**src/rtl/fifo_sync_param_if.sv**
```systemverilog
// Handshake and status bundle for fifo_sync_param.
interface fifo_sync_param_if #(
  parameter int unsigned WIDTH = 8,
  parameter int unsigned DEPTH = 4
);
  localparam int unsigned LW = $clog2(DEPTH) + 1;

  logic             flush;
  logic             clr_err;
  logic             wr_en;
  logic [WIDTH-1:0] wr_data;
  logic             rd_en;
  logic [WIDTH-1:0] rd_data;
  logic             rd_valid;
  logic             full;
  logic             empty;
  logic             almost_full;
  logic             almost_empty;
  logic [LW-1:0]    level;
  logic             overflow;
  logic             underflow;

  // Producer/consumer side driving requests
  modport master (
    output flush, clr_err, wr_en, wr_data, rd_en,
    input  rd_data, rd_valid, full, empty, almost_full, almost_empty,
           level, overflow, underflow
  );

  // FIFO side
  modport slave (
    input  flush, clr_err, wr_en, wr_data, rd_en,
    output rd_data, rd_valid, full, empty, almost_full, almost_empty,
           level, overflow, underflow
  );
endinterface

```
**src/rtl/fifo_sync_param.sv**
```systemverilog
// Parametrised synchronous FIFO with level, thresholds, sticky errors,
// registered read with valid strobe and synchronous flush.
module fifo_sync_param #(
  parameter int unsigned WIDTH    = 8,
  parameter int unsigned DEPTH    = 4,
  parameter int unsigned AF_LEVEL = DEPTH - 1,
  parameter int unsigned AE_LEVEL = 1
) (
  input  logic               clk,
  input  logic               rst_n,
  fifo_sync_param_if.slave   bus
);
  localparam int unsigned PW = $clog2(DEPTH);
  localparam int unsigned LW = $clog2(DEPTH) + 1;

  logic [WIDTH-1:0] r_mem [DEPTH];
  logic [PW-1:0]    r_wptr;
  logic [PW-1:0]    r_rptr;
  logic [LW-1:0]    r_level;
  logic [WIDTH-1:0] r_rd_data;
  logic             r_rd_valid;
  logic             r_full;
  logic             r_empty;
  logic             r_almost_full;
  logic             r_almost_empty;
  logic             r_overflow;
  logic             r_underflow;

  logic             w_wr_acc;
  logic             w_rd_acc;
  logic [LW-1:0]    w_level_nxt;
  logic             w_ovf_set;
  logic             w_udf_set;

  // Accept decisions and next level; flush masks both requests
  always_comb begin
    w_wr_acc    = bus.wr_en && !r_full  && !bus.flush;
    w_rd_acc    = bus.rd_en && !r_empty && !bus.flush;
    w_ovf_set   = bus.wr_en && r_full  && !bus.flush;
    w_udf_set   = bus.rd_en && r_empty && !bus.flush;
    w_level_nxt = r_level;
    if (bus.flush) begin
      w_level_nxt = '0;
    end else begin
      w_level_nxt = r_level + LW'(w_wr_acc) - LW'(w_rd_acc);
    end
  end

  // Storage array; contents are intentionally not reset
  always_ff @(posedge clk) begin
    if (w_wr_acc) begin
      r_mem[r_wptr] <= bus.wr_data;
    end
  end

  // Pointers, level, registered status decode and read port
  always_ff @(posedge clk or negedge rst_n) begin
    if (!rst_n) begin
      r_wptr         <= '0;
      r_rptr         <= '0;
      r_level        <= '0;
      r_rd_data      <= '0;
      r_rd_valid     <= 1'b0;
      r_full         <= 1'b0;
      r_empty        <= 1'b1;
      r_almost_full  <= (AF_LEVEL == 0);
      r_almost_empty <= 1'b1;
    end else begin
      r_level        <= w_level_nxt;
      r_full         <= (w_level_nxt == LW'(DEPTH));
      r_empty        <= (w_level_nxt == '0);
      r_almost_full  <= (32'(w_level_nxt) >= 32'(AF_LEVEL));
      r_almost_empty <= (32'(w_level_nxt) <= 32'(AE_LEVEL));
      r_rd_valid     <= w_rd_acc;
      if (bus.flush) begin
        r_wptr <= '0;
        r_rptr <= '0;
      end else begin
        if (w_wr_acc) begin
          r_wptr <= r_wptr + PW'(1);
        end
        if (w_rd_acc) begin
          r_rptr    <= r_rptr + PW'(1);
          r_rd_data <= r_mem[r_rptr];
        end
      end
    end
  end

  // Sticky error flags; a new error beats a same-cycle clear
  always_ff @(posedge clk or negedge rst_n) begin
    if (!rst_n) begin
      r_overflow  <= 1'b0;
      r_underflow <= 1'b0;
    end else begin
      if (w_ovf_set) begin
        r_overflow <= 1'b1;
      end else if (bus.clr_err) begin
        r_overflow <= 1'b0;
      end
      if (w_udf_set) begin
        r_underflow <= 1'b1;
      end else if (bus.clr_err) begin
        r_underflow <= 1'b0;
      end
    end
  end

  assign bus.rd_data      = r_rd_data;
  assign bus.rd_valid     = r_rd_valid;
  assign bus.full         = r_full;
  assign bus.empty        = r_empty;
  assign bus.almost_full  = r_almost_full;
  assign bus.almost_empty = r_almost_empty;
  assign bus.level        = r_level;
  assign bus.overflow     = r_overflow;
  assign bus.underflow    = r_underflow;
endmodule

```
**src/flat_wrapper.sv**
```systemverilog
// flat-port wrapper written by rule: the top's interface ports become plain ports
module fifo_sync_param_flat 
#(
  parameter int unsigned WIDTH    = 8,
  parameter int unsigned DEPTH    = 4,
  parameter int unsigned AF_LEVEL = DEPTH - 1,
  parameter int unsigned AE_LEVEL = 1
)
  (clk, rst_n, bus_flush, bus_clr_err, bus_wr_en, bus_wr_data, bus_rd_en, bus_rd_data, bus_rd_valid, bus_full, bus_empty, bus_almost_full, bus_almost_empty, bus_level, bus_overflow, bus_underflow);
  fifo_sync_param_if #(.WIDTH(WIDTH), .DEPTH(DEPTH)) bus_i ();
  input  logic clk;
  input  logic rst_n;
  input wire logic [$bits(bus_i.flush)-1:0] bus_flush;
  input wire logic [$bits(bus_i.clr_err)-1:0] bus_clr_err;
  input wire logic [$bits(bus_i.wr_en)-1:0] bus_wr_en;
  input wire logic [$bits(bus_i.wr_data)-1:0] bus_wr_data;
  input wire logic [$bits(bus_i.rd_en)-1:0] bus_rd_en;
  output wire logic [$bits(bus_i.rd_data)-1:0] bus_rd_data;
  output wire logic [$bits(bus_i.rd_valid)-1:0] bus_rd_valid;
  output wire logic [$bits(bus_i.full)-1:0] bus_full;
  output wire logic [$bits(bus_i.empty)-1:0] bus_empty;
  output wire logic [$bits(bus_i.almost_full)-1:0] bus_almost_full;
  output wire logic [$bits(bus_i.almost_empty)-1:0] bus_almost_empty;
  output wire logic [$bits(bus_i.level)-1:0] bus_level;
  output wire logic [$bits(bus_i.overflow)-1:0] bus_overflow;
  output wire logic [$bits(bus_i.underflow)-1:0] bus_underflow;
  assign bus_i.flush = bus_flush;
  assign bus_i.clr_err = bus_clr_err;
  assign bus_i.wr_en = bus_wr_en;
  assign bus_i.wr_data = bus_wr_data;
  assign bus_i.rd_en = bus_rd_en;
  assign bus_rd_data = bus_i.rd_data;
  assign bus_rd_valid = bus_i.rd_valid;
  assign bus_full = bus_i.full;
  assign bus_empty = bus_i.empty;
  assign bus_almost_full = bus_i.almost_full;
  assign bus_almost_empty = bus_i.almost_empty;
  assign bus_level = bus_i.level;
  assign bus_overflow = bus_i.overflow;
  assign bus_underflow = bus_i.underflow;
  fifo_sync_param #(.WIDTH(WIDTH), .DEPTH(DEPTH), .AF_LEVEL(AF_LEVEL), .AE_LEVEL(AE_LEVEL)) u_core (.clk(clk), .rst_n(rst_n), .bus(bus_i));
endmodule
```
**config.mk**
```make
export PLATFORM = sky130hd
export DESIGN_NAME = fifo_sync_param_flat
export DESIGN_NICKNAME = d
export VERILOG_FILES = /design/src/rtl/fifo_sync_param_if.sv /design/src/rtl/fifo_sync_param.sv /design/src/flat_wrapper.sv
export SDC_FILE = /design/constraint.sdc
export NUM_CORES = 1
export LEC_CHECK = 0
export BUFFER_PORTS_ARGS = -buffer_cell sky130_fd_sc_hd__buf_2
export CAP_MARGIN = 20
export CORE_MARGIN = 2
export CORE_UTILIZATION = 25
export DETAILED_ROUTE_END_ITERATION = 8
export HOLD_SLACK_MARGIN = 0.06
export MAX_ROUTING_LAYER = met4
export PLACE_DENSITY_LB_ADDON = 0.3
export SYNTH_ARGS = -nofsm -noshare
export SYNTH_HDL_FRONTEND = slang
export SYNTH_SLANG_ARGS = --single-unit
```
**constraint.sdc**
```tcl
create_clock -name clk -period 7.3 [get_ports clk]
set_input_delay 1.095 -clock clk [delete_from_list [all_inputs] [get_ports clk]]
set_output_delay 1.095 -clock clk [all_outputs]
set_load 0.1 [all_outputs]
```
Word level (Yosys, flattened, before mapping)
Memory sizes are Yosys's and may differ from the RTL's. A register that Yosys moved wholly into a read port is not among the register bits.
Index checks and enable logic that the tools add are counted.
{ "word_totals": {"regBits": 14, "ramBits": 32, "inputBits": 14, "output_inout_bits": 18, "wordCells": 47, "mem_count": 1} }
{ "mem_list": {"columns": ["name", "words", "word_bits", "rd", "rd_clocked_by_memory_dff", "wr", "line_no", "source"], "rows": [
  ["u_core.r_mem", 4, 8, 1, 1, 1, "fifo_sync_param.sv:16", "logic [WIDTH-1:0] r_mem [DEPTH];"]
]} }
{ "classes": {"n_addsub": 4, "magnitude_cmp": 2, "n_eq_ne": 1, "muxes": 10, "n_bitwise": 1, "reduce_logical": 18} }
{ "op_table": {"columns": ["op", "n"], "rows": [
  ["1-bit logical AND", 8],
  ["2-bit 2-to-1 mux", 4],
  ["2-bit nonzero test", 4],
  ["1-bit 2-to-1 mux", 5],
  ["2-bit by 1-bit adder with 2-bit output, second input constant", 2],
  ["1-bit zero test", 4],
  ["3-bit by 1-bit adder with 3-bit output", 1],
  ["3-bit == test, second input constant", 1],
  ["3-bit by 2-bit greater-or-equal comparator with 1-bit output, second input constant", 1],
  ["3-bit by 1-bit <= comparator with 1-bit output, second input constant", 1],
  ["3-bit zero test", 1],
  ["3-bit 2-to-1 mux", 1],
  ["3-bit by 1-bit subtractor with 3-bit output", 1],
  ["2-bit AND reduction", 1],
  ["1-bit NOT", 1]
]} }

Logic depth before layout (Yosys ltp)
Gate-level depths: netlist (run 1).
{ "logic_depth": {"ltp_word": 7, "ltp_mapped": 12, "depth_no_buf": 11} }

Least setup slack after synthesis (run 1)
Ideal clock, no wire load.
{ "synth_timing": {"kind": "input port to flip-flop", "from": "in bus_rd_en", "to": "reg u_core.r_almost_full (netlist: u_core.bus.almost_full)", "setup_ns": 0.118, "arrival_time_ns": 2.852, "t_required_ns": 7.182, "slack_ns": 4.330, "path_stages": 12, "path_buffers": 1, "path_cell_list": "nor2b_1 nand2b_1 buf_2 inv_1 ha_1 inv_1 ha_1 inv_1 fa_1 xnor3_1 nor2_1 a21o_1"} }
{ "synth_via": {"elab_chain_cells": 5} }
{ "synth_lines": {"columns": ["element", "line_no", "source"], "rows": [
  ["start, declared", "flat_wrapper.sv:17", "input wire logic [$bits(bus_i.rd_en)-1:0] bus_rd_en;"],
  ["1-bit logical AND (2 in a row)", "fifo_sync_param.sv:38", "w_rd_acc = bus.rd_en && !r_empty && !bus.flush;"],
  ["named net u_core.w_rd_acc", "fifo_sync_param.sv:30", "logic w_rd_acc;"],
  ["3-bit by 1-bit subtractor with 3-bit output", "fifo_sync_param.sv:45", "w_level_nxt = r_level + LW'(w_wr_acc) - LW'(w_rd_acc);"],
  ["3-bit 2-to-1 mux", "fifo_sync_param.sv:42", "if (bus.flush) begin"],
  ["named net u_core.w_level_nxt[2]", "fifo_sync_param.sv:31", "logic [LW-1:0] w_level_nxt;"],
  ["3-bit by 2-bit greater-or-equal comparator with 1-bit output", "fifo_sync_param.sv:72", "r_almost_full <= (32'(w_level_nxt) >= 32'(AF_LEVEL));"],
  ["end signal, assigned", "fifo_sync_param.sv:66", "r_almost_full <= (AF_LEVEL == 0);"],
  ["end signal, assigned", "fifo_sync_param.sv:72", null],
  ["end, declared", "fifo_sync_param.sv:24", "logic r_almost_full;"]
]} }
The timed path passes the listed nets, and every way through them passes these cells.
A chain may end at the register's enable or synchronous reset.

Final worst setup path (run 1)
{ "layout_timing": {"from": "in bus_flush", "to": "reg u_core.r_almost_full (netlist: u_core.bus.almost_full)"} }
{ "layout_via": {"word_cells_on_any_way": 7, "classes_between": "add/sub: 2; order compare: 1; mux: 1; reduce/logical: 3"} }
{ "layout_rtl": {"columns": ["element", "line_no", "source"], "rows": [
  ["start, declared", "flat_wrapper.sv:13", "input wire logic [$bits(bus_i.flush)-1:0] bus_flush;"],
  ["1-bit zero test", "fifo_sync_param.sv:38", null],
  ["1-bit logical AND", "fifo_sync_param.sv:38", null],
  ["named net u_core.w_rd_acc", "fifo_sync_param.sv:30", null],
  ["3-bit by 1-bit subtractor with 3-bit output", "fifo_sync_param.sv:45", null],
  ["3-bit 2-to-1 mux", "fifo_sync_param.sv:42", null],
  ["named net u_core.w_level_nxt[2]", "fifo_sync_param.sv:31", null],
  ["3-bit by 2-bit greater-or-equal comparator with 1-bit output", "fifo_sync_param.sv:72", null]
]} }
The timed path passes the listed nets, and every way through them passes these cells.

==> results.cfg, run 1 <==
[status]
outcome = finished, final reports clean

[worst_setup_path]
critical-path-top-delay-family = adder cells
critPathRequiredTime_ns = 7.55
cp_slowest_cell = nand2b_1
startpoint_type = input port
cp_max_fo = 13
crit_chain = buf_2 > nand2b_1 > inv_1 > ha_1 > inv_1 > ha_1 > inv_1 > fa_1 > xnor3_1 > nor2_1 > a21o_1
path_class = input port to flop
critPathMostFrequentCell = inv_1
cp_num_buf_inv = 4
max_stage_delay_ns = 0.43
critPathArrivalTime_ns = 3.28
worstSetupEndpointType = flop

[detailed_routing]
routed_via_density = 4.012
dr_total_vias = 1043
ant_nets = 0
first_pass_iters = 3
drt-initial-drc-count = 42
wl_per_cell_um = 13.54
routed_wl_um = 3521
post-route-drc-count = 0

[floorplanning]
core_um2 = 8217
dieHeight_um = 96.19
die_area_um2 = 9252
rows = 33
start_util_pct = 25.86
num_io_pins = 32
die_w_um = 96.19

[timing]
rsz0062_at_grt = no
slew-limit-headroom_pct = 59.62
drv_slew = 0
setup_slack_ns = 4.274
setup_viol = 0
fin_skew_ns = 0.007609
max_freq_mhz = 330.5
hold_slack_ns = 0.5065
period_needed_ns = 3.026
worstMarginPinSlew_ns = 0.6057
hold_viol_final = 0
fin_tns_setup_ns = 0
fin_crit_sh_pct = 41.45

[placed_design]
place.gp.congestion = 0.7098
hpwl_um = 2434
place_area_um2 = 2387
dp_slack_ns = 3.928
portBuffers = 31

[final_layout]
mostFrequentLayoutCells = edfxtp_1 (32), buf_2 (31), dfrtp_1 (20)
regArea_um2 = 1514
fin_nets = 175
layout_commonest_cell = edfxtp_1
layout-drive-gt1-share_pct = 36.77
design_area_um2 = 2500
fill_cells = 794
insertedDiodeCount = 0
area_growth_pct = 17.67
multi_input_area_um2 = 553.0

[yosys]
yosysWarnings = 0
synth_area_leader_cell = edfxtp_1
synth.avg_cell_area_um2 = 17.70
ys_seq_area_share_pct = 71.26
synthTopCellsByArea = edfxtp_1 (45%), dfrtp_1 (24%), mux4_2 (8.5%)
syn_nets = 141
syn_inst = 120
synth.distinct_cells = 26
ys_ff_latch = 54
synth_top_area_share_pct = 45.23
netlist_area_um2 = 2125

[clocking]
cts_tree = yes
hold_buffers = 0
clk_path_buf_depth = 2
htree_levels = 2
numCtsBuffers = 5
cts_root_buf = clkbuf_8
cts_sinks = 54
cts-resized-gates = 0
clk_pin_slew_ns = 0.10
clock_latency_ns = 0.30
post-cts-setup-buffers = 0

[global_route]
grt_pass1_vias = 1078
grt_start_max_net_pins = 23
grt_usage_pct = 8.524
overflow = 0
antenna_found_initial = 0
grt_pass1_wl_um = 5492

[hold_path]
hold_path.class = flop to flop

[job]
drv_cap = 0
area by class of cell:
| cell class | instances | area share [%] |
|---|---|---|
| flip-flops and latches | 54 | 60.56 |
| multi-input cells | 53 | 22.12 |
| repair buffers | 31 | 6.206 |
| well taps | 105 | 5.255 |
| clock buffers | 5 | 2.753 |
| clock inverters | 3 | 1.752 |
| inverters | 9 | 1.351 |
path summary, 6_finish.rpt:
check                                                  start                                 to  slack [ns]  cells past startpoint
min reg2reg                u_core.bus.rd_data[0]$_DFFE_PN0P_  u_core.bus.rd_data[0]$_DFFE_PN0P_        0.51                      1
max reg2reg                       u_core.bus.empty$_DFF_PN1_   u_core.bus.almost_full$_DFF_PN0_        4.73                     11
min in group asynchronous                              rst_n  u_core.bus.rd_data[0]$_DFFE_PN0P_        0.75                      1
max                                                bus_flush   u_core.bus.almost_full$_DFF_PN0_        4.27                     11
min                        u_core.bus.rd_data[0]$_DFFE_PN0P_  u_core.bus.rd_data[0]$_DFFE_PN0P_        0.51                      1
max in group asynchronous                              rst_n  u_core.bus.almost_empty$_DFF_PN1_        6.19                      1
kinds of logic (layout without fill, tap and decap cells):
family                     count (synthesis)  count (layout)  synth area share [%]
and+or+nand+nor                           21              21                 4.888
xor gates and xnor gates                   4               4                 2.297
AOI/OAI and AO/OA                          4               4                 1.178
DFF                                       54              54                 71.26
adders and majority gates                  7               7                 4.476
muxes                                     17              17                 13.19
buffers and inverters                     13              48                 2.708
cells in the mapped netlist (all sizes together):
| cell type | instances |
|---|---|
| mux2i | 1 |
| ha | 6 |
| nor2 | 9 |
| mux4 | 8 |
| o22ai | 2 |
| edfxtp | 32 |
| dfstp | 2 |
| fa | 1 |
| and2 | 4 |
| dfrtp | 20 |
| inv | 9 |
| clkbuf | 1 |
| xor2 | 1 |
| nor3 | 1 |
| a21oi | 1 |
| buf | 3 |
| nand2b | 1 |
| nand2 | 2 |
| xnor2 | 2 |
| a21o | 1 |
| nand3b | 1 |
| nor2b | 3 |
| mux2 | 8 |
| xnor3 | 1 |
routing by layer:
layer  part of all wire (%)  up-vias  global-route usage [%]
met5                      0        -                       -
met4                    2.5        0                   5.000
met3                    3.1        7                   1.644
met2                     54       18                   14.53
met1                     41      522                   9.214
li1                       -      496                       -
state kept, by name, indices dropped and copies added (netlist names):
| signal | flops |
|---|---|
| u_core.bus.overflow | 1 |
| u_core.bus.almost_empty | 1 |
| u_core.bus.almost_full | 1 |
| u_core.r_mem | 32 |
| u_core.bus.full | 1 |
| u_core.bus.rd_valid | 1 |
| u_core.r_rptr | 2 |
| u_core.r_wptr | 2 |
| u_core.bus.rd_data | 8 |
| u_core.bus.level | 3 |
| u_core.bus.empty | 1 |
| u_core.bus.underflow | 1 |
through the flow:
stage,utilization [%],instances
6_report,30.42,260
3_5_place_dp,29.05,252
2_1_floorplan,-,120
4_1_cts,30.42,260
3_3_place_gp,29.05,252
5_1_grt,30.42,260
Power of run 1 is not shown: default switching activity piles up to over one toggle a cycle in this logic, so the estimate is an artifact.
==> run 2, diff against run 1 <==
- clock period: 7.3 -> 2.9 ns (I/O delays scaled with it)
==> run 2 against run 1 <==
Non-clock buffer count grew 1. Utilization decreased by 0.29 points. Clock-buffer cell count up 1. Routed wire length is 3.0% lower. First-iteration DRC count decreased by 29%. Flip-flop and latch count unchanged. Cell count grew 0.38%. Worst setup slack got worse by 3.6 ns. Critical path depth unchanged. Sequential share of layout area rose by 0.58 points. Global-route usage is essentially flat.
==> results.cfg, run 2 (same netlist as run 1, synthesis figures left out) <==
[status]
outcome = finished, final reports clean

[timing]
drv_slew = 0
rsz0062_at_grt = no
fin_crit_sh_pct = 76.37
period_needed_ns = 2.215
setup_slack_ns = 0.6852
worstMarginPinSlew_ns = 0.5867
setup_viol = 0
max_freq_mhz = 451.5
fin_tns_setup_ns = 0
fin_skew_ns = 0.007964
slew-limit-headroom_pct = 60.88
hold_viol_final = 0

[worst_setup_path]
crit_chain = nor2b_1 > nand2b_1 > inv_1 > ha_1 > inv_1 > ha_1 > inv_1 > fa_1 > xnor3_1 > nor2_1 > a21o_1
startpoint_type = flop
worst-path-stages = 11
path_class = flop to flop
cp_slowest_cell = dfstp_2
worstRegToRegCells = 11
cp_max_fo = 4
critPathArrivalTime_ns = 2.46
critical-path-top-delay-family = adder cells
max_stage_delay_ns = 0.56
cp_num_buf_inv = 3
critPathRequiredTime_ns = 3.14
critPathMostFrequentCell = inv_1
worstSetupEndpointType = flop

[detailed_routing]
routed_wl_um = 3417
first_pass_iters = 4
dr_total_vias = 1030
routed_via_density = 3.946
drt-initial-drc-count = 30
post-route-drc-count = 0
ant_nets = 0
wl_per_cell_um = 13.09

[final_layout]
layout-drive-gt1-share_pct = 35.90
fill_cells = 813
largest_reg_flops = 32
fin_nets = 176
final_util_pct = 30.14
layout_commonest_cell = edfxtp_1
mostFrequentLayoutCells = edfxtp_1 (32), buf_2 (31), dfrtp_1 (20)
area_growth_pct = 16.55
regMostFlops = u_core.r_mem
insertedDiodeCount = 0

[clocking]
hold_buffers = 0
cts-resized-gates = 0
clock_latency_ns = 0.30
cts_root_buf = clkbuf_8
clk_pin_slew_ns = 0.09
post-cts-setup-buffers = 0
htree_levels = 2
clk_path_buf_depth = 2
cts_tree = yes
numCtsBuffers = 5
cts_sinks = 54

[placed_design]
dp_slack_ns = 0.5508
hpwl_um = 2390
place.gp.congestion = 0.6482
portBuffers = 31

[global_route]
grt_pass1_wl_um = 5444
grt_busiest_layer = met2
grt_use_met2_pct = 12.73
antenna_found_initial = 0
overflow = 0
met3_usage_pct = 2.819
grt_usage_pct = 8.551
use_met1_pct = 10.24
grt_start_max_net_pins = 23
grt_pass1_vias = 1027

[floorplanning]
rows = 33
dieHeight_um = 96.19
core_um2 = 8217
start_util_pct = 25.86
die_w_um = 96.19
die_area_um2 = 9252
num_io_pins = 32

[hold_path]
hold_path.class = input port to async pin

[job]
drv_cap = 0
-- run 2: cell count changes in the layout (fill, tap and decap cells not counted) --
cell       before  now
clkbuf_1        0    1
bufinv_16       1    0
inv_6           1    0
clkinv_1        0    1
buf_4           0    1
-- run 2: layer usage --
layer  vias to the layer above  share of wire [%]
li1                        495                  -
met2                        16                 49
met4                         0                2.3
met3                         7                3.3
met5                         -                  0
met1                       512                 45
-- run 2: final timing paths --
path                       slack (ns)                           endpoint                              start
min reg2reg                      0.51  u_core.bus.rd_data[7]$_DFFE_PN0P_  u_core.bus.rd_data[7]$_DFFE_PN0P_
min in group clk                 0.33   u_core.bus.underflow$_DFFE_PN0P_                        bus_clr_err
max in group asynchronous        2.43  u_core.bus.almost_empty$_DFF_PN1_                              rst_n
max reg2reg                      0.69   u_core.bus.almost_full$_DFF_PN0_         u_core.bus.empty$_DFF_PN1_
max                              0.69   u_core.bus.almost_full$_DFF_PN0_         u_core.bus.empty$_DFF_PN1_
min                              0.09  u_core.bus.rd_data[2]$_DFFE_PN0P_                              rst_n
-- run 2: metrics by stage --
step	instance area (µm²)	std cells	hold slack (ns)
floorplan	2125	120	0.1394
global placement	2395	253	0.4450
detailed placement	2395	253	0.4467
finish	2476	261	0.09370
global route	2476	261	0.1181
CTS	2476	261	0.1134
-- run 2: area by class of cell --
cell class / count / area [µm²] / share of cell area (%)
well taps: 105 / 131.4 / 5.306
multi-input cells: 53 / 553.0 / 22.33
clock inverters: 2 / 8.758 / 0.3537
flip-flops and latches: 54 / 1514 / 61.14
repair buffers: 32 / 162.7 / 6.569
clock buffers: 6 / 72.57 / 2.931
inverters: 9 / 33.78 / 1.364
Power of run 2 is left out for the same reason.
